`src/rtl/mips_cpu_pkg.sv`:
```
// Shared types for the MIPS load path: load opcodes, load-sequencer states,
// and the alignment-check helpers.
package mips_cpu_pkg;

  typedef enum logic [2:0] {
    LD_LB      = 3'b000,
    LD_LH      = 3'b001,
    LD_LWL     = 3'b010,
    LD_LW      = 3'b011,
    LD_LBU     = 3'b100,
    LD_LHU     = 3'b101,
    LD_LWR     = 3'b110,
    LD_ILLEGAL = 3'b111
  } load_type_t;

  typedef enum logic [1:0] {
    ST_IDLE = 2'd0,
    ST_REQ  = 2'd1,
    ST_DONE = 2'd2
  } load_state_t;

  localparam logic [3:0] LOAD_BYTEENABLE_ALL = 4'b1111;

  // True when the request must complete without touching the bus.
  function automatic logic is_misaligned(load_type_t t, logic [1:0] k);
    case (t)
      LD_LH, LD_LHU: return k[0];
      LD_LW:         return k != 2'b00;
      LD_ILLEGAL:    return 1'b1;
      default:       return 1'b0;
    endcase
  endfunction

  function automatic logic is_lwlr(load_type_t t);
    return (t == LD_LWL) || (t == LD_LWR);
  endfunction

endpackage

```
`src/rtl/mips_cpu_load_align.sv`:
```
// Combinational byte/halfword extract with sign/zero extension, and the
// LWL/LWR merge of the returned word into the old rt value.
module mips_cpu_load_align
  import mips_cpu_pkg::*;
(
  input  load_type_t  ld_type,
  input  logic [1:0]  k,
  input  logic [31:0] w,
  input  logic [31:0] rt_old,
  output logic [31:0] data_c
);

  logic [7:0]  byte_c;
  logic [15:0] half_c;
  logic [4:0]  lsh_c;
  logic [4:0]  rsh_c;

  always_comb begin
    byte_c = 8'(w >> {k, 3'b000});
    half_c = k[1] ? w[31:16] : w[15:0];
    // 8*(3-k) equals {~k,000} for a 2-bit k
    lsh_c  = {~k, 3'b000};
    rsh_c  = {k, 3'b000};
    data_c = '0;
    case (ld_type)
      LD_LB:   data_c = {{24{byte_c[7]}}, byte_c};
      LD_LBU:  data_c = {24'h000000, byte_c};
      LD_LH:   data_c = {{16{half_c[15]}}, half_c};
      LD_LHU:  data_c = {16'h0000, half_c};
      LD_LW:   data_c = w;
      LD_LWL:  data_c = (w << lsh_c) | (rt_old & ~(32'hFFFF_FFFF << lsh_c));
      LD_LWR:  data_c = (w >> rsh_c) | (rt_old & ~(32'hFFFF_FFFF >> rsh_c));
      default: data_c = '0;
    endcase
  end

endmodule

```
`src/rtl/mips_cpu_load_unit.sv`:
```
// Data-memory load sequencer: one Avalon read per request, result aligned for
// writeback. Define LOAD_TIMEOUT_EN to abort reads stalled TIMEOUT_CYCLES cycles.
module mips_cpu_load_unit
  import mips_cpu_pkg::*;
#(
  parameter int unsigned TIMEOUT_CYCLES = 255
) (
  input  logic        clk,
  input  logic        reset,
  input  logic        start,
  input  logic [2:0]  ld_type,
  input  logic [31:0] addr,
  input  logic [31:0] rt_old,
  output logic [31:0] avm_address,
  output logic        avm_read,
  output logic [3:0]  avm_byteenable,
  input  logic [31:0] avm_readdata,
  input  logic        avm_waitrequest,
  output logic        busy,
  output logic        done,
  output logic [31:0] load_data,
  output logic        islwlr,
  output logic        addr_error,
  output logic        bus_error
);

  load_state_t state, state_next;
  load_type_t  ld_type_c, ld_type_q;
  logic [1:0]  k_q;
  logic [31:0] rt_q;
  logic [31:0] align_c;
  logic        accept_c, bad_c, ack_c, timeout_c;

  assign avm_byteenable = LOAD_BYTEENABLE_ALL;
  assign ld_type_c      = load_type_t'(ld_type);

  mips_cpu_load_align u_align (
    .ld_type (ld_type_q),
    .k       (k_q),
    .w       (avm_readdata),
    .rt_old  (rt_q),
    .data_c  (align_c)
  );

`ifdef LOAD_TIMEOUT_EN
  localparam int unsigned CNT_W =
    ($clog2(TIMEOUT_CYCLES + 1) > 8) ? $clog2(TIMEOUT_CYCLES + 1) : 8;
  logic [CNT_W-1:0] wait_cnt;

  // Counts stalled REQ cycles; the last allowed stall aborts the read.
  always_ff @(posedge clk or posedge reset) begin
    if (reset)
      wait_cnt <= '0;
    else if (accept_c)
      wait_cnt <= '0;
    else if (state == ST_REQ && avm_waitrequest)
      wait_cnt <= wait_cnt + CNT_W'(1);
  end

  assign timeout_c = (state == ST_REQ) && avm_waitrequest &&
                     (wait_cnt >= CNT_W'(TIMEOUT_CYCLES - 1));
`else
  logic [31:0] unused_timeout;
  assign unused_timeout = 32'(TIMEOUT_CYCLES);
  assign timeout_c      = 1'b0;
`endif

  always_comb begin
    state_next = state;
    accept_c   = 1'b0;
    bad_c      = 1'b0;
    ack_c      = 1'b0;
    case (state)
      ST_IDLE: begin
        accept_c = start;
        bad_c    = start && is_misaligned(ld_type_c, addr[1:0]);
        if (start)
          state_next = bad_c ? ST_DONE : ST_REQ;
      end
      ST_REQ: begin
        ack_c = !avm_waitrequest;
        if (ack_c || timeout_c)
          state_next = ST_DONE;
      end
      ST_DONE: state_next = ST_IDLE;
      default: state_next = ST_IDLE;
    endcase
  end

  always_ff @(posedge clk or posedge reset) begin
    if (reset) begin
      state       <= ST_IDLE;
      avm_read    <= 1'b0;
      busy        <= 1'b0;
      done        <= 1'b0;
      avm_address <= '0;
      ld_type_q   <= LD_LB;
      k_q         <= '0;
      rt_q        <= '0;
      load_data   <= '0;
      islwlr      <= 1'b0;
      addr_error  <= 1'b0;
      bus_error   <= 1'b0;
    end else begin
      state    <= state_next;
      avm_read <= (state_next == ST_REQ);
      busy     <= (state_next != ST_IDLE);
      done     <= (state_next == ST_DONE);
      if (accept_c) begin
        avm_address <= {addr[31:2], 2'b00};
        ld_type_q   <= ld_type_c;
        k_q         <= addr[1:0];
        rt_q        <= rt_old;
      end
      // Result flags change only on entry to DONE
      if (bad_c) begin
        islwlr     <= 1'b0;
        addr_error <= 1'b1;
        bus_error  <= 1'b0;
      end else if (ack_c) begin
        load_data  <= align_c;
        islwlr     <= is_lwlr(ld_type_q);
        addr_error <= 1'b0;
        bus_error  <= 1'b0;
      end else if (timeout_c) begin
        islwlr     <= is_lwlr(ld_type_q);
        addr_error <= 1'b0;
        bus_error  <= 1'b1;
      end
    end
  end

endmodule

```
`config.mk`:
```
export PLATFORM = sky130hd
export DESIGN_NAME = mips_cpu_load_unit
export DESIGN_NICKNAME = d
export VERILOG_FILES = /design/src/rtl/mips_cpu_pkg.sv /design/src/rtl/mips_cpu_load_align.sv /design/src/rtl/mips_cpu_load_unit.sv
export SDC_FILE = /design/constraint.sdc
export NUM_CORES = 1
export LEC_CHECK = 0
export CAP_MARGIN = 20
export CORE_AREA = 2 2 123 125
export DETAILED_ROUTE_END_ITERATION = 7
export DIE_AREA = 0 0 125 127
export GPL_ROUTABILITY_DRIVEN = 0
export GPL_TIMING_DRIVEN = 0
export PLACE_DENSITY = 0.72
export SYNTH_ARGS = -nofsm -noshare
export SYNTH_HDL_FRONTEND = slang
export SYNTH_SLANG_ARGS = --single-unit
```
`constraint.sdc`:
```
create_clock -name clk -period 3.1 [get_ports clk]
set_input_delay 0.31 -clock clk [delete_from_list [all_inputs] [get_ports clk]]
set_output_delay 0.31 -clock clk [all_outputs]
set_load 0.05 [all_outputs]
```
==> results, run 1 <==
- IR analysis of the VDD net gives a maximum drop of roughly 630 uV.
- The minimum clock period is 2.36 ns.
- The leakage power total is between 3 and 4 nW.
- The total detailed-routing wirelength is 19,700 um.
- The launching element of the worst setup path is ld_type_q[1].
- The final design instance area without fill is between 0.007 and 0.008 sq mm.
- The global-route total usage across every layer is roughly 25%.
- The leading register cell type out of synthesis is dfrtp_1.
- The antenna diode count is 0.
- The number of endpoints with negative hold slack in the final report is 0.
- The initial utilization of the core area, before any placement, comes to between 30% and 40%.
- The number of instances in the synthesized netlist is ~530.
- STA classifies the critical path endpoint as a register.
- The post-route antenna net violation count is 0.
- The kind of critical path is register to register.
- The floorplan step defined a die boundary enclosing ~0.016 sq mm.
- The layout filler cell count is between 1,000 and 1,500.
- The worst pin sits at a relative slew slack of 30.2%.
- The post-synthesis sequential area ratio is between 40% and 50%.
- In this run the cell area of the synthesized design comes to ~0.0057 sq mm.
- The routed layout has about 5,400 vias.
- In this run the horizontal extent of the chip is ~130 um.
- The internal power of the cells totals roughly 4 mW.
- The slack of the worst reg-to-reg path is roughly 0.74 ns.
- The detailed router used layers up to and including met4.
- In the final routed layout, each cell accounts on average for between 20 and 25 um.
- The initial antenna violation count is 0.
- Of the cells placed in the final design, the portion with a size suffix greater than 1 is about 19%.
- Along the worst path, the maximum fanout reaches 10.
- In this run the power spent charging and discharging nets is approximately 3.5 mW.
- For this block, the initial DRC count from the detailed router was between 700 and 800.
- The longest clock path from root to sink contains 2 buffers.
- The number of standard-cell rows in the floorplan is 44.
- After synthesis, the netlist uses 47 different library cells.
- The routed design uses 2460 um of met3 wire.
- 177 I/O pins were placed.
- The worst hold path class is input pin to async pin.
- At the worst endpoint, the required time is 3.37 ns.
- The CTS tree is built.
- The worst-case reg-to-reg path depth is 6.
- The H-tree generated during clock tree synthesis spans 3 levels.
- The total overflow left after global routing is 0.
- The number of gates given a new drive strength after cts is 0.
- For this run, the detailed router's first-pass iteration total came to 8.
- In this run, synthesis produced a sequential element count of 106.
- The clock drives 106 sinks.
- Leaving out filler cells and counting taps, the final layout contains 905.
- The flow ran to the end, but the final reports show violations.
- The worst clock skew is 0.00806 ns.
- By area the synthesized netlist is led by dfrtp_1 46%, mux2_2 17%, mux2i_1 4.9%.
- Setup violations remaining at the end of the flow were counted as 0.
- Setup repair after global routing left no endpoint under its margin.
- The largest net degree at the start of global routing is 60.
- In this run the worst setup path terminates at load_data[7].
- After clock tree synthesis, the clock-pin slew on the worst setup and hold paths is ~0.07 ns.
- After legalization and detailed placement, the total HPWL measured roughly 15,000 um.
- The worst reg2reg path endpoint is load_data[7].
- The share of synthesized flip-flops with an asynchronous set or reset is 100%.
- The largest total area in the synthesized netlist belongs to dfrtp_1.
- The cell sitting at the root of the clock tree is a clkbuf_16.
- The timing-limited maximum frequency is 425 MHz.
- In the detailed route, the total length drawn on met2 is between 8000 and 9000 um.
- The post-synthesis average cell area is 10.8 sq um.
- The portion of the clock cycle consumed by the worst path in the final layout is ~76%.
- The layout overhead on the synthesized area is 39.3%.
- The die extent in y is about 130 um.
- The clock latency reported for the late side of the worst-skew pair is approximately 0.36 ns.
- For this design, the CTS-stage hold fixing added 0 buffers.
- At the pin with the least slew margin, the transition time is 1.04 ns.
- After detailed routing, the number of remaining DRC violations is 1.
- The number of global-route vias before repair is approximately 5,500.
- The power density over the cells is 934 mW/mm^2.
- The core area is between 0.01 and 0.015 sq mm.
- The clock network fraction of design power is between 10 and 15%.
- The sequential group share of total power is between 30% and 40%.
- The number of buffers added for setup after CTS is 0.
- Counting flops with a built-in enable in the synthesized netlist gives 0.
- The critical path launch point type is a register.
- The count of nets after finishing is just over 800.
- The wire length the detailed router placed on met1 is about 7600 um.
- The arrival time of the worst setup path is between 2 and 3 ns.
- In this run, the combinational gates consume 55.1% of the power.
- The worst register-to-register path begins at ld_type_q[1].
- Yosys printed 0 warnings.
- Counting tap cells, the placed design contains a total of between 800 and 900 instances.
- The number of max-slew violations in the final report came to 0.
- The checks that failed: DRC.
- The standard cell area after detailed placement is just under 0.008 sq mm.
- After synthesis, the largest area contributor takes up a little under half of total cell area.
- The vias per cell is about 6.0.
- The tool flagged a number of max-cap violations equal to 0.
- In this run the tool buffered the top-level ports with 169 buffer cells.
- The number of buffers created by CTS is 9.
- The first-pass GRT wire length is a little over 30,000 um.
- The share of total power consumed by net switching is a little under half.
[registers in the layout (all words and copies together) (netlist names)]
register,flops
addr_error,1
islwlr,1
ld_type_q,3
avm_read,1
load_data,32
avm_address,30
busy,1
rt_q,32
k_q,2
state,2
done,1
[layout by cell type (no fill, tap or decap), types with 3 or more instances in the layout]
cell type / instances
a211oi_1: 6
a21oi_1: 29
a221oi_1: 10
a222oi_1: 13
a22o_1: 4
a22oi_1: 12
a2bb2oi_1: 4
a31oi_1: 7
a32oi_1: 4
and2_1: 3
and3b_1: 3
buf_1: 5
buf_2: 19
buf_4: 7
clkbuf_1: 18
clkbuf_16: 9
clkdlybuf4s50_1: 169
conb_1: 7
dfrtp_1: 106
inv_1: 3
mux2_2: 85
mux2i_1: 28
nand2_1: 44
nand2b_1: 11
nand3_1: 5
nor2_1: 13
nor2b_1: 8
nor3b_1: 3
o211ai_1: 6
o21ai_0: 33
o221ai_1: 3
o22ai_1: 8
o2bb2ai_1: 6
[layer usage]
layer / global-route usage (%) / up-vias
met3: 9.05 / 80
li1: - / 2374
met2: 37.2 / 417
met5: 0 / -
met1: 30.9 / 2533
met4: 12.9 / 0
[logic make-up after synthesis]
logic type | count (synthesis) | share of synthesized area [%]
AO/OA/AOI/OAI | 155 | 18.8
other | 2 | 0.131
multiplexers | 114 | 22.0
buffers and inverters | 51 | 4.16
flip-flops | 106 | 46.2
AND/OR/NAND/NOR | 101 | 8.76
[power by group through the flow]
stage / clock network, mW / registers [mW] / logic (mW)
finish: 1.10 / 2.25 / 4.12
CTS: 1.12 / 2.24 / 4.06
floorplan: 0 / 3.24 / 1.66
global route: 1.18 / 2.31 / 4.30
global placement: 0 / 2.24 / 3.98
detailed placement: 0 / 2.25 / 4.05
[area by class of cell]
type	instances	area, sq um	area share, %
repair buffers	172	1730	21.6
well taps	184	230	2.88
inverters	4	17.5	0.219
clock buffers	9	225	2.82
flip-flops and latches	106	2650	33.2
clock inverters	6	51.3	0.642
multi-input cells	377	2870	35.8
plain buffers	47	224	2.80
[through the flow]
stage	setup TNS (ns)	hold slack (ns)	total power [mW]	setup WS, ns	util (%)
after floorplan	0	0.427	4.90	0.00111	-
after global placement	-155.49	0.470	6.22	-1.47	53.2
after detailed placement	0	0.484	6.30	0.274	53.5
after CTS	0	0.401	7.42	0.628	55.4
after global routing	0	0.442	7.78	0.557	55.4
final	0	0.376	7.47	0.744	55.4
[worst min-delay path by stage]
stage,startpoint,to,slack (ns),cells after the start
floorplan,addr[0],k_q[0],0.43,2
global placement,addr_error,addr_error,0.47,2
detailed placement,load_data[5],load_data[5],0.48,2
CTS,reset,avm_address[5],0.40,2
global route,reset,avm_address[10],0.44,2
finish,reset,avm_address[5],0.38,2
[critical path, stage by stage, from the launching register on]
cell and delay, ns:
dfrtp_1 0.34, buf_2 0.20, nor2b_1 0.26, nand2_1 0.34
a21oi_1 0.74, a222oi_1 0.15, o221ai_1 0.23
[cells in the mapped netlist, types with 8 or more instances]
cell type	count
a221oi_1	10
nor2b_1	8
mux2i_1	28
a22oi_1	12
dfrtp_1	106
nand2_1	44
nor2_1	13
o21ai_0	33
o22ai_1	8
a21oi_1	29
buf_2	17
a222oi_1	13
nand2b_1	11
clkbuf_1	18
mux2_2	85
No activity file was read; power rests on OpenSTA's default activity.
==> inputs of run 2 (changes only) <==
Clock period 3.1 ns to 2.16 ns, I/O delays scaled along.
==> run 2 against run 1 <==
Against the previous run: the run still ends with DRC left; highest routed layer unchanged; cell count grew 0.11%; largest cell class unchanged; clock power up 45%; count of clock-buffer cells in the layout rose by 2.
==> results, run 2 (synthesis results as in run 1) <==
- Walking the worst path, the cells encountered are buf_2 > buf_2 > nor3b_1 > a221oi_1 > a32oi_1.
- The worst endpoint required time is 2.43 ns (-0.94 ns).
- The minimum clock period is 2.14 ns (-0.219 ns).
- The worst vdd rail ir drop was 815 uV (+29%).
- The number of global-route vias before repair is 5,467 (-0.73%).
- The vias per cell was 6.02 (+0.83%).
- The max-capacitance violation count is 0 (unchanged).
- The initial core utilization came to 39.8% (unchanged).
- The die extent in y is 127 um (unchanged).
- The layout overhead on the synthesized area is 40.5%.
- The global-route total usage across every layer is 24.4% (-0.24 points).
- In this design, the critical path's most frequently occurring cell is buf_2.
- The number of buffers on the longest clock path is 2 (unchanged).
- The count of nets after finishing is 820 (unchanged).
- The standard cell area after detailed placement is 0.00773 sq mm (+0.18%).
- The portion of the clock cycle consumed by the worst path in the final layout is 98.9% (+23 points).
- The worst register-to-register path begins at k_q[1].
- The post-route antenna net violation count is 0 (unchanged).
- The share of layout cells above drive strength 1 is 21.1% (+2.5 points).
- The number of endpoints with negative hold slack in the final report is 0 (unchanged).
- The largest net degree at the start of global routing was 43 (-28%).
- The floorplan die area is 0.0159 sq mm (unchanged).
- The largest fanout on the critical path is 10 (unchanged).
- The initial antenna violation count is 0 (unchanged).
- The total iterations of the first detailed-routing run is 8 (unchanged).
- The power density over the cells is 1340 mW/mm^2 (+43%).
- The total negative slack is 0 ns (unchanged).
- The DRC violation count after routing is 7 (+6).
- The library cells used most frequently in the layout, excluding fill and tap cells, are 169 x clkdlybuf4s50_1, 104 x dfrtp_1, 85 x mux2_2.
- The final reports fail on DRC.
- The arrival time of the worst setup path was 2.40 ns (-0.23 ns).
- The largest registers in the layout are load_data (32), rt_q (32), avm_address (30).
- Setup repair after global routing could not meet its margin everywhere.
- The clock-pin slew reported for the worst setup and hold paths after clock tree synthesis is 0.08 ns (about the same).
- The first-iteration detailed-routing DRC count is 781 (+4.4%).
- The average wire length per cell after detail routing is 21.8 um (+0.34%).
- The number of standard-cell rows in the floorplan is 44 (unchanged).
- The number of sinks handled by clock tree synthesis is 106 (unchanged).
- The cts-stage hold buffer count came to 0 (unchanged).
- The CTS tree is built.
- The first-pass GRT wire length was 30,300 um (-0.88%).
- The H-tree level count is 3 (unchanged).
- The I/O pin total is 177 (unchanged).
- The critical path launch point type is a register.
- The post-route worst hold slack was 0.369 ns (-0.00655 ns).
- The die boundary width is 125 um (unchanged).
- The most common cell after layout, fill and taps aside is clkdlybuf4s50_1.
- The layout filler cell count is 1,258 (-2.0%).
- The number of max-slew violations in the final report is 0 (unchanged).
- The slack of the worst reg-to-reg path came to 0.02 ns (-0.72 ns).
- The number of buffers created by CTS was 9 (unchanged).
- The flow ran to the end, but the final reports show violations.
- The core area is 0.0144 sq mm (unchanged).
- The clock latency reported for the late side of the worst-skew pair is 0.37 ns (about the same).
- The port buffer count is 169 (unchanged).
- The total buffers and inverters traversed by the critical path is 2 (+1).
- STA classifies the critical path endpoint as a register.
- The tightest slew margin relative to the limit is 43.2% (+13 points).
- The leakage power total was 3.22 nW (+0.93%).
- The antenna diode count is 0 (unchanged).
- The total vias in the final route is 5,455 (+0.94%).
- The utilization after layout is 55.9% (+0.47 points).
- The transition time at the pin with the least slew margin is 0.850 ns (-0.194 ns).
- The library cell used as clock root buffer is clkbuf_16.
- The total detailed-routing wirelength was 19,800 um (+0.45%).
- The slowest stage of the critical path belongs to the cell nor3b_1.
- The biggest cell delay along the critical path was 0.61 ns (-0.13 ns).
- The sum of overflow across all layers after global routing is 0 (unchanged).
- In this design, the largest share of critical-path delay is due to simple AND/OR/NAND/NOR gates.
- The worst clock skew was 0.0193 ns (+0.0112 ns).
- The final design instance area without fill is 0.00806 sq mm (+0.84%).
- The worst-case reg-to-reg path depth came to 5 (-1).
- The timing-limited maximum frequency is 468 MHz (+10%).
- The worst reg2reg path endpoint is load_data[18].
- The sum of net half-perimeters after detailed placement is 15,000 um (+0.55%).
- The power consumption came to 10.8 mW (+44%).
- The count of final setup violators is 0 (unchanged).
- The kind of critical path is register to register.
- The worst hold path class is input pin to async pin.
run 2: cell types whose count changed in the layout (fill, tap and decap cells not counted), moves of 2 or more:
cell / previous run / this run
buf_12: 0 / 2
dfrtp_2: 0 / 2
clkbuf_1: 18 / 10
buf_2: 19 / 17
nor3b_2: 0 / 2
nor3b_1: 3 / 1
inv_8: 2 / 0
buf_4: 7 / 9
dfrtp_1: 106 / 104
clkbuf_2: 0 / 8
run 2: area by class of cell:
class / count / area [sq um] / share of cell area (%)
plain buffers: 47 / 244 / 3.03
clock buffers: 11 / 243 / 3.01
clock inverters: 5 / 37.5 / 0.465
inverters: 4 / 18.8 / 0.233
multi-input cells: 377 / 2900 / 36.0
flip-flops and latches: 106 / 2660 / 32.9
well taps: 184 / 230 / 2.85
repair buffers: 172 / 1740 / 21.5
run 2: where the power goes:
group,internal [mW],switching (mW),total [mW]
logic,2.31,3.66,5.97
clock network,0.819,0.770,1.59
registers,2.69,0.535,3.22
total,5.81,4.97,10.8
run 2: how the worst max path moves through the flow:
stage	startpoint	to	slack, ns	cells past startpoint
after floorplan	state[1]	load_data[6]	0.40	7
after global placement	avm_waitrequest	load_data[18]	-0.58	5
after detailed placement	avm_waitrequest	load_data[2]	-0.64	5
after CTS	k_q[0]	load_data[29]	0.01	7
after global routing	k_q[0]	load_data[30]	-0.03	6
final	k_q[1]	load_data[18]	0.02	5
run 2: timing repair:
item,4_1_cts,5_1_grt
setup endpoints to repair,80,45
resized for setup,7,26
setup buffers,0,0
run 2: metrics by stage:
step,cells,worst slack (ns)
detailed placement,890,-0.645
global route,906,-0.0315
CTS,906,0.00998
finish,906,0.0238
floorplan,534,0.400
global placement,887,-0.584
run 2: per-layer routing:
layer	vias to the layer above	part of all wire (%)	track usage, %
li1	2380	-	-
met1	2584	38	31.4
met2	429	46	38.0
met3	62	12	6.28
met4	0	3.5	12.6
met5	-	0	0
==> inputs of run 3 (changes only) <==
Settings changed: SLEW_MARGIN from default to 0.
==> results of run 3 <==
No change in the layout: final DEF, timing and power equal those of run 2.
